### src/rtl/string_receiver.sv
// ---------------------------------------------------------------------------
// string_receiver
//
// Collects bytes from a UART receiver into a line buffer until a terminator
// byte arrives, then holds the completed line for a consumer to read out by
// address. The consumer releases the line with a single-cycle acknowledge,
// after which collection of the next line begins.
//
// Parameters
//   DEPTH  line buffer size in bytes (power of 2, 4..256)
//   TERM   terminator byte value (never stored)
//
// Ports
//   i_Clk         sole clock, rising edge
//   i_Rst         asynchronous active-low reset
//   i_rx_data     byte from the UART receiver, valid while i_rx_end is high
//   i_rx_end      byte-complete strobe (level, may stay high several cycles)
//   i_rd_addr     consumer read address into the line buffer
//   i_line_ack    consumer releases the current line (single-cycle pulse)
//   o_rd_data     registered buffer byte at i_rd_addr (8'h00 past the line)
//   o_line_valid  a complete line is held and readable
//   o_line_len    number of bytes stored, terminator excluded
//   o_busy        collecting and at least one byte stored
//   o_overflow    sticky: byte dropped because the buffer was full
//   o_overrun     sticky: byte dropped because a completed line was unacked
// ---------------------------------------------------------------------------
module string_receiver #(
  parameter int         DEPTH = 32,
  parameter logic [7:0] TERM  = 8'h00
) (
  input  logic                       i_Clk,
  input  logic                       i_Rst,
  input  logic [7:0]                 i_rx_data,
  input  logic                       i_rx_end,
  input  logic [$clog2(DEPTH)-1:0]   i_rd_addr,
  input  logic                       i_line_ack,
  output logic [7:0]                 o_rd_data,
  output logic                       o_line_valid,
  output logic [$clog2(DEPTH):0]     o_line_len,
  output logic                       o_busy,
  output logic                       o_overflow,
  output logic                       o_overrun
);

  localparam int AW = $clog2(DEPTH);
  localparam int LW = AW + 1;

  typedef enum logic {
    COLLECT    = 1'b0,
    LINE_READY = 1'b1
  } state_t;

  state_t          r_state;
  state_t          w_next_state;

  logic            r_rx_end_d;
  logic            r_armed;
  logic [LW-1:0]   r_len;
  logic            r_overflow;
  logic            r_overrun;
  logic [7:0]      r_rd_data;
  logic [7:0]      r_buf [DEPTH];

  logic            w_accept;
  logic            w_is_term;
  logic            w_full;
  logic            w_store;
  logic            w_overflow_set;
  logic            w_overrun_set;
  logic            w_clear;

  // A byte is taken only on the rising edge of the strobe. r_armed stays low
  // after reset until the strobe has been seen low once, so a strobe that was
  // already high when reset released cannot masquerade as a fresh edge.
  assign w_accept  = i_rx_end & ~r_rx_end_d & r_armed;
  assign w_is_term = (i_rx_data == TERM);
  assign w_full    = (r_len == LW'(DEPTH));

  always_ff @(posedge i_Clk or negedge i_Rst) begin
    if (!i_Rst) begin
      r_rx_end_d <= 1'b0;
      r_armed    <= 1'b0;
    end else begin
      r_rx_end_d <= i_rx_end;
      r_armed    <= r_armed | ~i_rx_end;
    end
  end

  always_ff @(posedge i_Clk or negedge i_Rst) begin
    if (!i_Rst) begin
      r_state <= COLLECT;
    end else begin
      r_state <= w_next_state;
    end
  end

  // Next state plus one-cycle action strobes for the datapath registers.
  always_comb begin
    w_next_state   = r_state;
    w_store        = 1'b0;
    w_overflow_set = 1'b0;
    w_overrun_set  = 1'b0;
    w_clear        = 1'b0;
    case (r_state)
      COLLECT: begin
        if (w_accept) begin
          if (!w_is_term) begin
            if (w_full) begin
              w_overflow_set = 1'b1;
            end else begin
              w_store = 1'b1;
            end
          end else if (r_len != '0) begin
            w_next_state = LINE_READY;
          end
        end
      end
      LINE_READY: begin
        if (w_accept) begin
          w_overrun_set = 1'b1;
        end
        if (i_line_ack) begin
          w_clear      = 1'b1;
          w_next_state = COLLECT;
        end
      end
      default: begin
        w_next_state = COLLECT;
      end
    endcase
  end

  always_ff @(posedge i_Clk or negedge i_Rst) begin
    if (!i_Rst) begin
      r_len      <= '0;
      r_overflow <= 1'b0;
      r_overrun  <= 1'b0;
    end else begin
      if (w_clear) begin
        r_len <= '0;
      end else if (w_store) begin
        r_len <= r_len + LW'(1);
      end

      if (w_clear) begin
        r_overflow <= 1'b0;
      end else if (w_overflow_set) begin
        r_overflow <= 1'b1;
      end

      // A byte dropped in the same cycle as the acknowledge must still be
      // reported, so the set wins over the clear.
      if (w_overrun_set) begin
        r_overrun <= 1'b1;
      end else if (w_clear) begin
        r_overrun <= 1'b0;
      end
    end
  end

  // Buffer contents are never reset; the read mask below hides stale data.
  always_ff @(posedge i_Clk) begin
    if (w_store) begin
      r_buf[r_len[AW-1:0]] <= i_rx_data;
    end
  end

  always_ff @(posedge i_Clk or negedge i_Rst) begin
    if (!i_Rst) begin
      r_rd_data <= 8'h00;
    end else if ({1'b0, i_rd_addr} < r_len) begin
      r_rd_data <= r_buf[i_rd_addr];
    end else begin
      r_rd_data <= 8'h00;
    end
  end

  assign o_rd_data    = r_rd_data;
  assign o_line_valid = (r_state == LINE_READY);
  assign o_line_len   = r_len;
  assign o_busy       = (r_state == COLLECT) && (r_len != '0);
  assign o_overflow   = r_overflow;
  assign o_overrun    = r_overrun;

endmodule
### config.mk
export PLATFORM = sky130hd
export DESIGN_NAME = string_receiver
export DESIGN_NICKNAME = d
export VERILOG_FILES = /design/src/rtl/string_receiver.sv
export SDC_FILE = /design/constraint.sdc
export NUM_CORES = 1
export LEC_CHECK = 0
export BUFFER_PORTS_ARGS = -buffer_cell sky130_fd_sc_hd__buf_2
export CAP_MARGIN = 40
export CELL_PAD_IN_SITES_DETAIL_PLACEMENT = 1
export CELL_PAD_IN_SITES_GLOBAL_PLACEMENT = 2
export CORE_ASPECT_RATIO = 0.9
export CORE_MARGIN = 8
export CORE_UTILIZATION = 48
export CTS_BUF_LIST = sky130_fd_sc_hd__clkbuf_16
export CTS_CLUSTER_SIZE = 24
export DETAILED_ROUTE_END_ITERATION = 10
export PLACE_DENSITY_LB_ADDON = 0.2
export SLEW_MARGIN = 20
export SYNTH_ARGS = -nofsm -noshare
export SYNTH_HDL_FRONTEND = slang
export SYNTH_SLANG_ARGS = --single-unit
### constraint.sdc
create_clock -name i_Clk -period 2.6 [get_ports i_Clk]
set_clock_uncertainty 0.05 [all_clocks]
set_input_delay 0.52 -clock i_Clk [delete_from_list [all_inputs] [get_ports i_Clk]]
set_output_delay 0.52 -clock i_Clk [all_outputs]
set_load 0.02 [all_outputs]
==> flow_summary.json <==
{
  "status": "completed",
  "powerDensity_nw_per_um2": 815,
  "rsz0062_at_grt": "true",
  "clk_pin_slew_worst_paths_ns": 0.06,
  "synth_cells": 569,
  "final_nets": 676,
  "yosysWarningCount": 0,
  "area_growth_syn_to_layout_pct": 16.3,
  "start_util": 0.488,
  "grt_max_degree": 39,
  "grt_pass1_vias": 6112,
  "io_buffers": 34,
  "maxCapViolCount": 0,
  "synth_cell_types": 43,
  "total_power_mw": 10.4,
  "worstPathRequired_ns": 2.71,
  "worstPathArrival_ns": 2.64,
  "yosys.area.top_type": "edfxtp_1",
  "drt_iter0_drc": 363,
  "max_freq_ghz": 0.396,
  "clkLatencyLatePin_ns": 0.54,
  "cp_max_fo": 8,
  "cts_sinks": 275,
  "async_flop_share": 0.0691,
  "leakagePower_nw": 4.39,
  "fill_cells": 1988,
  "synth_nets": 594,
  "report.final.hold_viol_count": 0,
  "cts_tree": "done",
  "dp_cells": 916,
  "track_usage": 0.197,
  "fin_crit_sh": 0.972,
  "antenna_found_initial": 0,
  "yosysTopAreaCellShare": 0.702,
  "synthTopCellsByArea": "edfxtp_1 (70%), mux4_2 (12%), dfrtp_1 (4.3%)",
  "num_antenna_cells": 0,
  "rows": 52,
  "die_w_um": 175,
  "crit_slowest_cell": "nor2_1",
  "fp.dieArea_um2": 27900,
  "hold_path_class": "input port to register",
  "setup_viol": 0,
  "dpl.hpwl_um": 18000,
  "ys_seq_area_frac": 0.745,
  "min_period_ns": 2.53,
  "max_stage_delay_ns": 0.56,
  "yosysMostFrequentCell": "edfxtp_1",
  "syn_area_um2": 11000,
  "ioPinCount": 35,
  "ys_ff_latch": 275,
  "post-cts-setup-buffer-count": 0,
  "cts_htree_levels": 1,
  "peakVddDrop_uv": 568,
  "final-max-slew-violation-count": 0,
  "wire_per_inst_um": 27.9,
  "tightest_slew_ns": 0.773,
  "ys_top_cells_by_count": "edfxtp_1 (256), mux4_2 (56), mux2i_1 (38)",
  "gp_congestion": 0.836,
  "startpoint_type": "register",
  "cts-root-buf": "clkbuf_16",
  "die_height_um": 159,
  "stdcell_count": 970,
  "grt_pass1_wl_um": 40800,
  "cts_made_buffers": 28,
  "cts_buffer_depth": 3,
  "utilization": 0.567,
  "critPathKind": "register to register",
  "vias_per_cell": 5.80,
  "grt_overflow_total": 0,
  "wl_um": 27000,
  "core_area_um2": 22400,
  "vias": 5626,
  "synth_edf_count": 256,
  "crit_chain": "nand3b_1 -> a211oi_2 -> and2_0 -> nand2_1 -> buf_12 -> nor2_1",
  "drtPass1Iterations": 4,
  "synth_ff_type": "edfxtp_1",
  "drtAntennaViolNets": 0,
  "final_layout_size_suffix_gt1_frac": 0.290,
  "slew_headroom": 0.480,
  "drcViolationCount": 0,
  "cp-end-kind": "register",
  "avgSynthCellArea_um2": 19.2
}
[layout by cell type (no fill, tap or decap), types with 3 or more instances in the layout]
cell	synthesis	layout
a211o_1	6	6
a21oi_1	3	3
a22oi_1	4	4
buf_12	0	11
buf_2	11	34
buf_4	2	29
clkbuf_16	0	29
clkinv_1	1	7
clkinv_2	0	5
dfrtp_1	19	19
edfxtp_1	256	256
ha_1	8	8
inv_1	7	15
mux2i_1	38	38
mux4_2	56	56
nand2_1	27	27
nand2b_1	8	8
nand3_1	20	20
nand3b_1	4	4
nor2_1	35	17
nor2_2	1	19
nor2b_1	4	4
nor3_1	10	9
nor4_1	3	3
o21ai_0	5	5
o22ai_1	8	8
or3_1	4	4
[metrics by stage]
| stage | hold WS (ns) | setup TNS [ns] | setup WS [ns] | area, µm² |
|---|---|---|---|---|
| final | 0.0813 | 0 | 0.0738 | 12700 |
| after global routing | 0.0638 | -6.27 | -0.126 | 12700 |
| after detailed placement | 0.434 | -43.21 | -0.303 | 11800 |
| after floorplan | 0.174 | 0 | 0.283 | 11000 |
| after global placement | 0.404 | -9.99 | -0.128 | 11800 |
| after CTS | 0.0551 | 0 | 0.0451 | 12700 |
[final cells by class]
| class | count | area (µm²) | share of cell area |
|---|---|---|---|
| clock buffers | 29 | 726 | 0.0570 |
| clock inverters | 23 | 154 | 0.0121 |
| inverters | 9 | 33.8 | 0.00265 |
| multi-input cells | 262 | 2670 | 0.209 |
| flip-flops and latches | 275 | 8160 | 0.641 |
| well taps | 297 | 372 | 0.0292 |
| repair buffers | 75 | 618 | 0.0485 |
[cell families after synthesis]
kind of cell / after synthesis / share of synthesized area
muxes: 95 / 0.151
AOI/OAI and AO/OA: 35 / 0.0245
xor gates and xnor gates: 2 / 0.00160
buffers and inverters: 32 / 0.0157
and+or+nand+nor: 122 / 0.0528
adders and majority gates: 8 / 0.00914
DFF: 275 / 0.745
[power by group]
group,total (mW),leakage [nW],switching (mW),internal (mW)
Clock,3.79,0.461,1.58,2.20
Combinational,1.48,1.38,0.953,0.528
Sequential,5.11,2.55,0.0814,5.03
[timing repair]
| item | CTS | global route |
|---|---|---|
| hold endpoints to repair | 19 | 0 |
| cloned | 0 | 0 |
| endpoints found under the setup margin | 5 | 201 |
| hold buffers | 1 | 0 |
| gates resized for setup | 1 | 18 |
[routing by layer]
metal	GRT usage	wire length [µm]	vias up
met3	0.0294	1140	42
met1	0.273	12000	2965
met2	0.322	13300	157
li1	-	-	2462
met4	0.0524	622	0
met5	0	0	-
[sequential cells by signal (all words and copies together) (netlist names)]
register and flops:
r_buf 256, o_rd_data 8, o_line_len 6, o_line_valid 1, o_overflow 1, o_overrun 1, r_armed 1, r_rx_end_d 1
[critical path, delay by kind of cell, from the launching register on]
family          cells  cell delay, ns
compound gates      1            0.28
buf+inv             1            0.17
flops               1            0.37
simple gates        4            1.28
[worst paths after layout]
| check | start | end | slack [ns] | cells past startpoint |
|---|---|---|---|---|
| worst max-delay path | r_rx_end_d | r_buf[9][4] | 0.07 | 6 |
| worst min-delay path | i_rx_end | r_rx_end_d | 0.08 | 1 |
| worst max register to register | r_rx_end_d | r_buf[9][4] | 0.07 | 6 |
| worst min register to register | r_armed | r_armed | 0.45 | 1 |
| max in group asynchronous | i_Rst | o_overrun | 1.72 | 2 |
| min in group asynchronous | i_Rst | o_line_len[5] | 0.44 | 2 |
(Power assumes the default switching activity.)
